**src/rtl/float_division_if.sv**
```systemverilog
// Start/done handshake and operand/result bus of the single-precision divider.
//   master : issue side, drives start/A/B and observes result and status
//   slave  : divider side
interface float_division_if #(
    parameter int unsigned XLEN = 32
);
    logic            start;
    logic [XLEN-1:0] A;
    logic [XLEN-1:0] B;
    logic [XLEN-1:0] result;
    logic            busy;
    logic            done;
    logic            overflow;
    logic            underflow;
    logic            div_by_zero;
    logic            invalid;

    modport master (
        output start, A, B,
        input  result, busy, done, overflow, underflow, div_by_zero, invalid
    );

    modport slave (
        input  start, A, B,
        output result, busy, done, overflow, underflow, div_by_zero, invalid
    );
endinterface

```
**src/rtl/float_division.sv**
```systemverilog
// Iterative IEEE-754 binary32 divider: one restoring quotient bit per clock,
// round-to-nearest-even, subnormals flushed to zero. Fixed 28-cycle latency.
//   clk, rst : clock and synchronous active-high reset
//   bus      : start/A/B in; result, busy, done pulse and exception flags out
module float_division #(
    parameter int unsigned XLEN = 32
) (
    input logic            clk,
    input logic            rst,
    float_division_if.slave bus
);
    localparam int unsigned MW = 24;   // significand including hidden bit
    localparam int unsigned QW = 26;   // quotient bits produced
    localparam int unsigned RW = 26;   // remainder width (holds 2*divisor)
    localparam int unsigned EW = 10;   // signed working exponent
    localparam logic [4:0]  LAST_ITER = 5'd25;

    typedef enum logic [1:0] {IDLE, DIVIDE, ROUND} state_t;
    typedef enum logic [1:0] {SP_NONE, SP_NAN, SP_INF, SP_ZERO} special_t;

    state_t          state, state_next;
    special_t        special, special_in;
    logic            dbz_pend, dbz_in;
    logic            sign;
    logic [7:0]      exp_a, exp_b;
    logic [MW-1:0]   divisor;
    logic [RW-1:0]   rem, rem_next;
    logic [QW-1:0]   quo;
    logic [4:0]      iter;
    logic            ge;

    logic            a_zero, a_inf, a_nan, b_zero, b_inf, b_nan;
    logic [MW-1:0]   mant;
    logic            guard, sticky, inc;
    logic [MW:0]     mant_sum;
    logic [MW-2:0]   frac_c;
    logic [EW-1:0]   exp_pre, exp_c;
    logic            ovf_c, unf_c, dbz_c, inv_c;
    logic [XLEN-1:0] res_c;

    // Operand classification; exp=0 counts as zero whatever the fraction.
    always_comb begin
        a_zero     = bus.A[30:23] == 8'd0;
        b_zero     = bus.B[30:23] == 8'd0;
        a_inf      = (bus.A[30:23] == 8'hFF) && (bus.A[22:0] == 23'd0);
        b_inf      = (bus.B[30:23] == 8'hFF) && (bus.B[22:0] == 23'd0);
        a_nan      = (bus.A[30:23] == 8'hFF) && (bus.A[22:0] != 23'd0);
        b_nan      = (bus.B[30:23] == 8'hFF) && (bus.B[22:0] != 23'd0);
        special_in = SP_NONE;
        dbz_in     = 1'b0;
        if (a_nan || b_nan || (a_zero && b_zero) || (a_inf && b_inf)) begin
            special_in = SP_NAN;
        end else if (a_inf) begin
            special_in = SP_INF;
        end else if (b_zero) begin
            special_in = SP_INF;
            dbz_in     = 1'b1;
        end else if (b_inf || a_zero) begin
            special_in = SP_ZERO;
        end
    end

    // One restoring step: compare, conditionally subtract, shift for next bit.
    always_comb begin
        ge       = rem >= RW'(divisor);
        rem_next = ge ? ((rem - RW'(divisor)) << 1) : (rem << 1);
    end

    // Normalise, round to nearest even, range check and special override.
    always_comb begin
        if (quo[QW-1]) begin
            mant    = quo[QW-1:2];
            guard   = quo[1];
            sticky  = quo[0] | (|rem);
            exp_pre = EW'(exp_a) - EW'(exp_b) + EW'(127);
        end else begin
            mant    = quo[QW-2:1];
            guard   = quo[0];
            sticky  = |rem;
            exp_pre = EW'(exp_a) - EW'(exp_b) + EW'(126);
        end
        inc      = guard & (sticky | mant[0]);
        mant_sum = (MW+1)'(mant) + (MW+1)'(inc);
        if (mant_sum[MW]) begin
            frac_c = mant_sum[MW-1:1];
            exp_c  = exp_pre + EW'(1);
        end else begin
            frac_c = mant_sum[MW-2:0];
            exp_c  = exp_pre;
        end
        ovf_c = $signed(exp_c) >= $signed(EW'(255));
        unf_c = $signed(exp_c) <= $signed(EW'(0));
        dbz_c = 1'b0;
        inv_c = 1'b0;
        case (special)
            SP_NAN: begin
                res_c = 32'h7FC0_0000;
                inv_c = 1'b1;
                ovf_c = 1'b0;
                unf_c = 1'b0;
            end
            SP_INF: begin
                res_c = {sign, 8'hFF, 23'd0};
                dbz_c = dbz_pend;
                ovf_c = 1'b0;
                unf_c = 1'b0;
            end
            SP_ZERO: begin
                res_c = {sign, 31'd0};
                ovf_c = 1'b0;
                unf_c = 1'b0;
            end
            default: begin
                if (ovf_c) begin
                    res_c = {sign, 8'hFF, 23'd0};
                    unf_c = 1'b0;
                end else if (unf_c) begin
                    res_c = {sign, 31'd0};
                end else begin
                    res_c = {sign, exp_c[7:0], frac_c};
                end
            end
        endcase
    end

    // Next-state logic.
    always_comb begin
        state_next = state;
        case (state)
            IDLE:    if (bus.start) state_next = DIVIDE;
            DIVIDE:  if (iter == LAST_ITER) state_next = ROUND;
            ROUND:   state_next = IDLE;
            default: state_next = IDLE;
        endcase
    end

    // State register.
    always_ff @(posedge clk) begin
        if (rst) state <= IDLE;
        else     state <= state_next;
    end

    // Datapath and registered outputs.
    always_ff @(posedge clk) begin
        if (rst) begin
            bus.result      <= '0;
            bus.busy        <= 1'b0;
            bus.done        <= 1'b0;
            bus.overflow    <= 1'b0;
            bus.underflow   <= 1'b0;
            bus.div_by_zero <= 1'b0;
            bus.invalid     <= 1'b0;
            special         <= SP_NONE;
            dbz_pend        <= 1'b0;
            sign            <= 1'b0;
            exp_a           <= '0;
            exp_b           <= '0;
            divisor         <= '0;
            rem             <= '0;
            quo             <= '0;
            iter            <= '0;
        end else begin
            bus.done <= 1'b0;
            case (state)
                IDLE: begin
                    bus.busy <= 1'b0;
                    if (bus.start) begin
                        sign            <= bus.A[31] ^ bus.B[31];
                        exp_a           <= bus.A[30:23];
                        exp_b           <= bus.B[30:23];
                        rem             <= RW'({1'b1, bus.A[22:0]});
                        divisor         <= {1'b1, bus.B[22:0]};
                        quo             <= '0;
                        iter            <= '0;
                        special         <= special_in;
                        dbz_pend        <= dbz_in;
                        bus.busy        <= 1'b1;
                        bus.overflow    <= 1'b0;
                        bus.underflow   <= 1'b0;
                        bus.div_by_zero <= 1'b0;
                        bus.invalid     <= 1'b0;
                    end
                end
                DIVIDE: begin
                    quo  <= {quo[QW-2:0], ge};
                    rem  <= rem_next;
                    iter <= iter + 5'd1;
                end
                ROUND: begin
                    bus.result      <= res_c;
                    bus.overflow    <= ovf_c;
                    bus.underflow   <= unf_c;
                    bus.div_by_zero <= dbz_c;
                    bus.invalid     <= inv_c;
                    bus.busy        <= 1'b0;
                    bus.done        <= 1'b1;
                end
                default: ;
            endcase
        end
    end
endmodule

```
**src/flat_wrapper.sv**
```systemverilog
// flat-port wrapper written by rule: the top's interface ports become plain ports
module float_division_flat 
#(
    parameter int unsigned XLEN = 32
)
  (clk, rst, bus_start, bus_A, bus_B, bus_result, bus_busy, bus_done, bus_overflow, bus_underflow, bus_div_by_zero, bus_invalid);
  float_division_if #(.XLEN(XLEN)) bus_i ();
  input logic clk;
  input logic rst;
  input wire logic [$bits(bus_i.start)-1:0] bus_start;
  input wire logic [$bits(bus_i.A)-1:0] bus_A;
  input wire logic [$bits(bus_i.B)-1:0] bus_B;
  output wire logic [$bits(bus_i.result)-1:0] bus_result;
  output wire logic [$bits(bus_i.busy)-1:0] bus_busy;
  output wire logic [$bits(bus_i.done)-1:0] bus_done;
  output wire logic [$bits(bus_i.overflow)-1:0] bus_overflow;
  output wire logic [$bits(bus_i.underflow)-1:0] bus_underflow;
  output wire logic [$bits(bus_i.div_by_zero)-1:0] bus_div_by_zero;
  output wire logic [$bits(bus_i.invalid)-1:0] bus_invalid;
  assign bus_i.start = bus_start;
  assign bus_i.A = bus_A;
  assign bus_i.B = bus_B;
  assign bus_result = bus_i.result;
  assign bus_busy = bus_i.busy;
  assign bus_done = bus_i.done;
  assign bus_overflow = bus_i.overflow;
  assign bus_underflow = bus_i.underflow;
  assign bus_div_by_zero = bus_i.div_by_zero;
  assign bus_invalid = bus_i.invalid;
  float_division #(.XLEN(XLEN)) u_core (.clk(clk), .rst(rst), .bus(bus_i));
endmodule
```
**config.mk**
```make
export PLATFORM = sky130hd
export DESIGN_NAME = float_division_flat
export DESIGN_NICKNAME = d
export VERILOG_FILES = /design/src/rtl/float_division_if.sv /design/src/rtl/float_division.sv /design/src/flat_wrapper.sv
export SDC_FILE = /design/constraint.sdc
export NUM_CORES = 1
export LEC_CHECK = 0
export ABC_AREA = 1
export BUFFER_PORTS_ARGS = -buffer_cell sky130_fd_sc_hd__buf_2
export CORE_MARGIN = 2
export CORE_UTILIZATION = 55
export CTS_BUF_LIST = sky130_fd_sc_hd__clkbuf_4 sky130_fd_sc_hd__clkbuf_8
export DETAILED_ROUTE_END_ITERATION = 12
export PLACE_DENSITY = 0.73
export SLEW_MARGIN = 5
export SYNTH_ARGS = -nofsm -noshare
export SYNTH_HDL_FRONTEND = slang
export SYNTH_SLANG_ARGS = --single-unit
```
**constraint.sdc**
```tcl
create_clock -name clk -period 9.6 [get_ports clk]
set_input_delay 1.44 -clock clk [delete_from_list [all_inputs] [get_ports clk]]
set_output_delay 1.44 -clock clk [all_outputs]
set_load 0.1 [all_outputs]
```
==> impl_metrics.json, run 1 <==
{
  "cpMostUsedCell": "nor2_1",
  "hold_path.class": "flip-flop to flip-flop",
  "tightest_slew_ps": 850,
  "synth_fa_ha_area_share_pct": 5.73,
  "drive_gt1_share_pct": 16.1,
  "hold_end": "u_core.bus.div_by_zero",
  "std_cell_rows": 49,
  "rsz0062_at_grt": "no",
  "synth_warnings": 0,
  "post-route-period-util_pct": 41.0,
  "period_minus_slack_ps": 3940,
  "fin_hold_ws_ps": 461,
  "cp.required_ps": 9940,
  "hold_buffers": 0,
  "ys_seq_elements": 141,
  "startpoint_type": "flip-flop",
  "fin_area_um2": 10900,
  "vias_per_cell": 5.32,
  "port_buffers": 104,
  "drt-total-wl_um": 24300,
  "wire_per_inst_um": 13.4,
  "r2r_start": "u_core.quo[25]",
  "synthSimpleGateAreaFrac_pct": 32.5,
  "power_density_nw_per_um2": 160,
  "synthXorXnorAreaFrac_pct": 3.43,
  "drtAntennaViolNets": 0,
  "cp-end-kind": "flip-flop",
  "diodes": 0,
  "die_h_um": 139,
  "numCtsBuffers": 17,
  "clock_path_buffers": 2,
  "outcome": "completed",
  "final_core_util_pct": 61.2,
  "final_nets": 1685,
  "finalSetupTns_ps": 0,
  "cts_root_buffer": "clkbuf_8",
  "vias": 9659,
  "cts_tree": "built",
  "globalRouteTotalUtil_pct": 25.7,
  "yosysTopAreaCell": "dfxtp_1",
  "drt_first_iter_violations": 534,
  "synth.avg_cell_area_um2": 6.62,
  "synth_edf_count": 0,
  "finalSetupViolations": 0,
  "fmax_mhz": 254,
  "syn_to_final_growth_pct": 9.77,
  "synth.most_common_cell": "nand2_1",
  "dr.pass1.iters": 5,
  "worstPathArrival_ps": 4280,
  "synth_compound_area_share_pct": 18.2,
  "finalHoldViolCount": 0,
  "clock_latency_ps": 470,
  "grt_pass1_wl_um": 41600,
  "grt_pass1_vias": 8944,
  "whs_path_depth": 2,
  "initial_core_util_pct": 55.8,
  "postCtsSetupRepairBufs": 0,
  "hold_start": "u_core.bus.div_by_zero",
  "critPathMaxStageDelay_ps": 450,
  "crit_path_top_delay_cell": "nand3_2",
  "muxShareOfSynthArea_pct": 0,
  "synth_top_cell_area_share_pct": 28.4,
  "htreeDepth": 4,
  "worstPathCellList": "buf_4 > nand2_1 > o21ai_0 > nor4_1 > a41oi_1 > ha_1 > ha_1 > nand3_4 > nor2_4 > nand3_2 > nor2_4 > nand3_4 > nor2_2 > nand3_1 > nand3_2 > nand2_2 > nand2_4 > nor2_1 > nor2_1 > nor2_1",
  "syn_inst": 1503,
  "path_max_fanout": 55,
  "core_area_um2": 17800,
  "dp_hpwl_um": 18200,
  "p_leak_nw": 5.01,
  "reg2reg_depth": 20,
  "yosys-top-cells-count": "nand2_1 (282), inv_1 (202), nor2_1 (148)",
  "ios": 105,
  "synth_top_family_by_area": "simple AND/OR/NAND/NOR gates",
  "reg2reg_to": "u_core.bus.result[0]",
  "synthesis.area_um2": 9950,
  "place_congestion": 0.941,
  "syn-num-nets": 1615,
  "skew_ps": 10.2,
  "cts-resized-gates": 0,
  "die_x_um": 139,
  "vdd.ir_drop.worst_mv": 0.105,
  "cap_violations": 0,
  "slew-limit-headroom_pct": 43.1,
  "instances_no_fill": 1815,
  "drv_slew": 0,
  "dieArea_um2": 19200,
  "drc_errors": 0,
  "synth_async_sr_flop_share_pct": 0,
  "synthFlopType": "dfxtp_1",
  "yosysUniqueCellTypes": 60,
  "yosysSeqAreaShare_pct": 28.4,
  "cts_sinks": 141,
  "synth.area.top_cells": "dfxtp_1 (28%), nand2_1 (11%), inv_1 (7.6%)",
  "setup.worst_path.class": "flip-flop to flip-flop",
  "antenna_found_initial": 0,
  "r2r_slack_ps": 5660,
  "place_inst": 1783,
  "postPlaceCellArea_um2": 10500,
  "grt_start_max_net_pins": 83,
  "path_clk_slew_ps": 80,
  "grt_overflow_total": 0
}
==> critical path: cells and delay by family (launching register included) <==
family	cells	cell delay, ps
buf+inv	1	440
compound gates	2	370
flops	1	320
simple gates	15	2190
fa+ha+maj	2	440
==> final cells by class <==
cell class | instances | area, um^2
tap | 229 | 287
clock inverter | 15 | 209
clock buffer | 17 | 234
inverter | 214 | 812
sequential | 141 | 2820
timing repair buffer | 114 | 596
multi-input combinational | 1085 | 5960
fill | 1701 | 6920
==> sequential cells by signal, summed over array words and instances (netlist names) <==
| signal | cells |
|---|---|
| u_core.bus.overflow | 1 |
| u_core.bus.result | 32 |
| u_core.divisor | 24 |
| u_core.bus.done | 1 |
| u_core.dbz_pend | 1 |
| u_core.special | 2 |
| u_core.quo | 26 |
| u_core.iter | 5 |
| u_core.sign | 1 |
| u_core.bus.underflow | 1 |
| u_core.exp_a | 8 |
| u_core.state | 2 |
| u_core.bus.busy | 1 |
| u_core.exp_b | 8 |
| u_core.bus.invalid | 1 |
| u_core.rem | 26 |
| u_core.bus.div_by_zero | 1 |
==> kinds of logic after synthesis <==
logic type,count (synthesis)
adder cells (fa/ha/maj),45
buffers and inverters,277
flip-flops,141
AO/OA/AOI/OAI,320
AND/OR/NAND/NOR,681
XOR/XNOR,39
==> report_power, final <==
part,switching [mW],total [mW],internal (mW)
Clock,0.258,0.545,0.287
Combinational,0.373,0.568,0.195
Sequential,0.0239,0.639,0.615
==> per-stage QoR <==
stage / setup WS, ps / total power, mW
5_1_grt: 5250 / 1.87
2_1_floorplan: 6270 / 1.09
6_report: 5660 / 1.75
4_1_cts: 5660 / 1.76
3_5_place_dp: 5680 / 1.21
3_3_place_gp: 5780 / 1.20
==> layer usage <==
metal  share of wire [%]  routed length, um  track usage, %  vias up
li1                    -                  -               -     5083
met1                  47              11400            33.5     4328
met2                  47              11400            43.2      211
met3                 4.3               1050            4.81       37
met4                 1.9                473            7.79        0
met5                   0                  0               0        -
==> worst max path at each step <==
| stage | from | to | slack, ps | cells after the start |
|---|---|---|---|---|
| global route | u_core.quo[25] | u_core.bus.result[18] | 5250 | 20 |
| global placement | bus_start | u_core.rem[18] | 5780 | 11 |
| floorplan | u_core.quo[25] | u_core.bus.result[10] | 6270 | 27 |
| finish | u_core.quo[25] | u_core.bus.result[0] | 5660 | 20 |
| detailed placement | u_core.quo[25] | u_core.bus.result[1] | 5680 | 20 |
| CTS | u_core.quo[25] | u_core.bus.result[0] | 5660 | 20 |
==> cells in the final DEF, fill, tap and decap left out, types with 4 or more instances in the layout <==
| master | Yosys | routed |
|---|---|---|
| a32o_1 | 4 | 4 |
| nand4_1 | 16 | 16 |
| nor2_4 | 6 | 6 |
| nand3_1 | 93 | 93 |
| xor2_1 | 25 | 25 |
| o32ai_1 | 20 | 20 |
| inv_1 | 202 | 202 |
| nand3_2 | 8 | 8 |
| nor2_2 | 35 | 37 |
| o21ai_0 | 133 | 133 |
| dfxtp_1 | 141 | 140 |
| xnor2_1 | 14 | 14 |
| a21o_1 | 5 | 5 |
| clkbuf_8 | 0 | 17 |
| a31oi_1 | 8 | 8 |
| a21oi_1 | 114 | 114 |
| nand2_2 | 29 | 29 |
| nor4_1 | 26 | 26 |
| nor3_1 | 12 | 12 |
| ha_1 | 44 | 44 |
| bufinv_16 | 0 | 4 |
| inv_2 | 6 | 7 |
| buf_2 | 5 | 104 |
| inv_6 | 1 | 6 |
| buf_4 | 1 | 10 |
| o311ai_0 | 4 | 4 |
| o21ai_1 | 7 | 7 |
| o211ai_1 | 5 | 5 |
| nand2_4 | 6 | 6 |
| nor2_1 | 148 | 146 |
| nand3b_1 | 4 | 4 |
| nand2_1 | 282 | 282 |
Note: power is estimated with default switching activity, not from simulation.
==> inputs of run 2 (changes only) <==
- ABC_AREA: 1 -> 0
- PLACE_DENSITY: 0.73 -> 0.77
- clock period: 9.6 -> 3.5 ns (I/O delays scaled with it)
==> run 2 against run 1 <==
The flow now finishes with violations (setup timing). Critical path depth decreased by 5. Design area rose by 4.7%. Highest routed layer is now met5. Clock power up 120%. Wire length increased by 12%. First-iteration DRC count rose by 54%. Synthesized cell count is 22% lower. Clock skew rose by 2.2 ps. Combinational power increased to 3.8 times the previous value. Clock-buffer cell count is 2 higher. Sequential cell count stayed put. Maximum frequency up 0.11%. Total power rose to 2.9 times the previous value.
==> impl_metrics.json, run 2 <==
{
  "slew-limit-headroom_pct": 38.6,
  "regMostFlops": "u_core.bus.result",
  "power_density_nw_per_um2": 446,
  "yosys-top-cells-count": "nand2_1 (198), dfxtp_1 (141), a21oi_1 (106)",
  "largestRegisters": "u_core.bus.result: 32 flops, u_core.quo: 26 flops, u_core.rem: 26 flops",
  "cap_violations": 0,
  "clock_path_buffers": 2,
  "grt_pass1_wl_um": 43400,
  "ys_seq_elements": 141,
  "r2r_start": "u_core.exp_b[1]",
  "cp.required_ps": 3900,
  "core_area_um2": 15900,
  "synth_top_family_by_area": "compound AO/OA/AOI/OAI gates",
  "layout_common_cells": "nand2_1 (193), buf_4 (137), dfxtp_1 (123)",
  "syn_inst": 1169,
  "globalRouteTotalUtil_pct": 30.5,
  "vias": 9532,
  "worstPathArrival_ps": 4340,
  "vdd.ir_drop.worst_mv": 0.284,
  "power_mw": 5.10,
  "initial_core_util_pct": 56.5,
  "synth.avg_cell_area_um2": 7.67,
  "hold_start": "bus_B[9]",
  "violations": "setup timing",
  "yosysUniqueCellTypes": 86,
  "synth_edf_count": 0,
  "synthFlopType": "dfxtp_1",
  "hold_buffers": 0,
  "ios": 105,
  "path_max_fanout": 6,
  "htreeDepth": 4,
  "post-place-ws_ps": -503,
  "reg2reg_to": "u_core.bus.result[21]",
  "p_leak_nw": 4.66,
  "die_x_um": 132,
  "whs_path_depth": 3,
  "place_congestion": 0.915,
  "reg2reg_depth": 15,
  "drv_slew": 0,
  "grt_start_max_net_pins": 81,
  "path_clk_slew_ps": 90,
  "final_nets": 1477,
  "syn_to_final_growth_pct": 27.6,
  "cts_sinks": 141,
  "dp_hpwl_um": 18700,
  "r2r_slack_ps": -440,
  "final_common_cell": "nand2_1",
  "final_core_util_pct": 72.0,
  "synth_async_sr_flop_share_pct": 0,
  "place_inst": 1550,
  "drt_first_iter_violations": 821,
  "instances_no_fill": 1593,
  "wire_per_inst_um": 17.1,
  "skew_ps": 12.5,
  "synthSimpleGateAreaFrac_pct": 24.3,
  "fmax_mhz": 254,
  "port_buffers": 104,
  "synth_warnings": 0,
  "finalSetupTns_ps": -9580,
  "muxShareOfSynthArea_pct": 3.45,
  "yosysSeqAreaShare_pct": 31.5,
  "yosysTopAreaCell": "dfxtp_1",
  "synth.most_common_cell": "nand2_1",
  "regArea_um2": 2850,
  "drive_gt1_share_pct": 28.0,
  "dr.pass1.iters": 5,
  "cts_root_buffer": "clkbuf_8",
  "multi_input_area_um2": 6090,
  "vias_per_cell": 5.98,
  "synth.area.top_cells": "dfxtp_1 (31%), nand2_1 (8.3%), ha_1 (6.1%)",
  "startpoint_type": "flip-flop",
  "post-route-period-util_pct": 112,
  "grt_overflow_total": 0,
  "drtAntennaViolNets": 0,
  "period_minus_slack_ps": 3940,
  "setup.worst_path.class": "flip-flop to flip-flop",
  "clock_latency_ps": 460,
  "grt_pass1_vias": 9047,
  "cp-end-kind": "flip-flop",
  "die_h_um": 132,
  "finalHoldViolCount": 0,
  "dieArea_um2": 17300,
  "antenna_found_initial": 1,
  "fillCellCount": 1277,
  "finalSetupViolations": 30,
  "hold_end": "u_core.divisor[9]",
  "synthesis.area_um2": 8970,
  "synth_compound_area_share_pct": 24.5,
  "synth_fa_ha_area_share_pct": 6.36,
  "diodes": 0,
  "cts_tree": "built",
  "tightest_slew_ps": 922,
  "drc_errors": 0,
  "rsz0062_at_grt": "yes",
  "outcome": "finished, violations left",
  "synthXorXnorAreaFrac_pct": 3.67,
  "drt-total-wl_um": 27200,
  "largest_reg_flops": 32,
  "std_cell_rows": 46,
  "hold_path.class": "input pin to flip-flop",
  "setup_ws_ps": -436,
  "numCtsBuffers": 17,
  "syn-num-nets": 1281,
  "synth_top_cell_area_share_pct": 31.5
}
run 2: changes by cell type after synthesis, moves of 29 or more:
| cell | delta |
|---|---|
| nand3_1 | -66 |
| nor2_1 | -64 |
| nand2_2 | -29 |
| nor2_2 | -35 |
| inv_1 | -139 |
| nand2_1 | -84 |
| o21ai_0 | -93 |
| a22o_1 | +35 |
run 2: critical path: stages, from the launching register on:
cell and delay, ps:
dfxtp_2 340, inv_2 50, ha_4 260, buf_4 130, nand2b_2 120, buf_4 160
a211oi_1 350, a211oi_4 130, nor4_1 470, nor2_1 160, nor4_2 310, xnor2_1 190
and4_1 220, or4b_4 630, nor2b_4 210, a22o_1 160
run 2: kinds of logic (layout without fill, tap and decap cells):
kind of cell / count (synthesis) / after routing
AOI/OAI and AO/OA: 324 / 324
muxes: 30 / 30
xor gates and xnor gates: 36 / 36
buffers and inverters: 136 / 343
DFF: 141 / 141
adders and majority gates: 45 / 45
and+or+nand+nor: 457 / 458
run 2: report_power, final:
group          leakage, nW  switching (mW)  total, mW  internal (mW)
combinational         3.33            1.16       2.14          0.985
sequential            1.16          0.0581       1.74           1.68
clock                0.175           0.684       1.21          0.528
run 2: layer usage:
metal / wire length (um) / global-route usage (%) / share of wire (%) / up-vias
li1: - / - / - / 4612
met1: 11500 / 37.4 / 42 / 4463
met5: 13 / 0 / 0.048 / -
met4: 869 / 13.7 / 3.2 / 2
met3: 1730 / 6.13 / 6.3 / 74
met2: 13100 / 51.6 / 48 / 381
run 2: how the worst max path moves through the flow:
stage                                from                     to  slack [ps]  depth (start not counted)
after global placement    u_core.exp_b[1]   u_core.bus.result[1]        -360                         17
final                     u_core.exp_b[1]  u_core.bus.result[21]        -440                         15
after detailed placement  u_core.exp_b[1]  u_core.bus.result[11]        -500                         17
after global routing      u_core.exp_a[0]  u_core.bus.result[21]        -590                         15
after floorplan            u_core.quo[25]  u_core.bus.result[21]        -790                         21
after CTS                 u_core.exp_b[1]   u_core.bus.result[1]        -360                         18
run 2: final cells by class:
cell class                 count  area share, %
clock buffer                  19           2.29
clock inverter                12          0.787
inverter                      65           2.13
multi-input combinational    893           53.2
sequential                   141           24.9
tap                          216           2.36
timing repair buffer         247           14.3
run 2: stage by stage:
stage / instance area (um^2) / hold WS [ps]
floorplan: 9050 / 435
global placement: 10500 / 433
detailed placement: 10500 / 437
CTS: 11200 / 287
global route: 11400 / 306
finish: 11400 / 305
run 2: timing repair:
| item | CTS | global route |
|---|---|---|
| setup buffers | 4 | 10 |
| pin swaps | 38 | 32 |
| endpoints found under the hold margin | 0 | 0 |
| endpoints found under the setup margin | 31 | 55 |
| cloned | 1 | 1 |
| resized for setup | 63 | 41 |
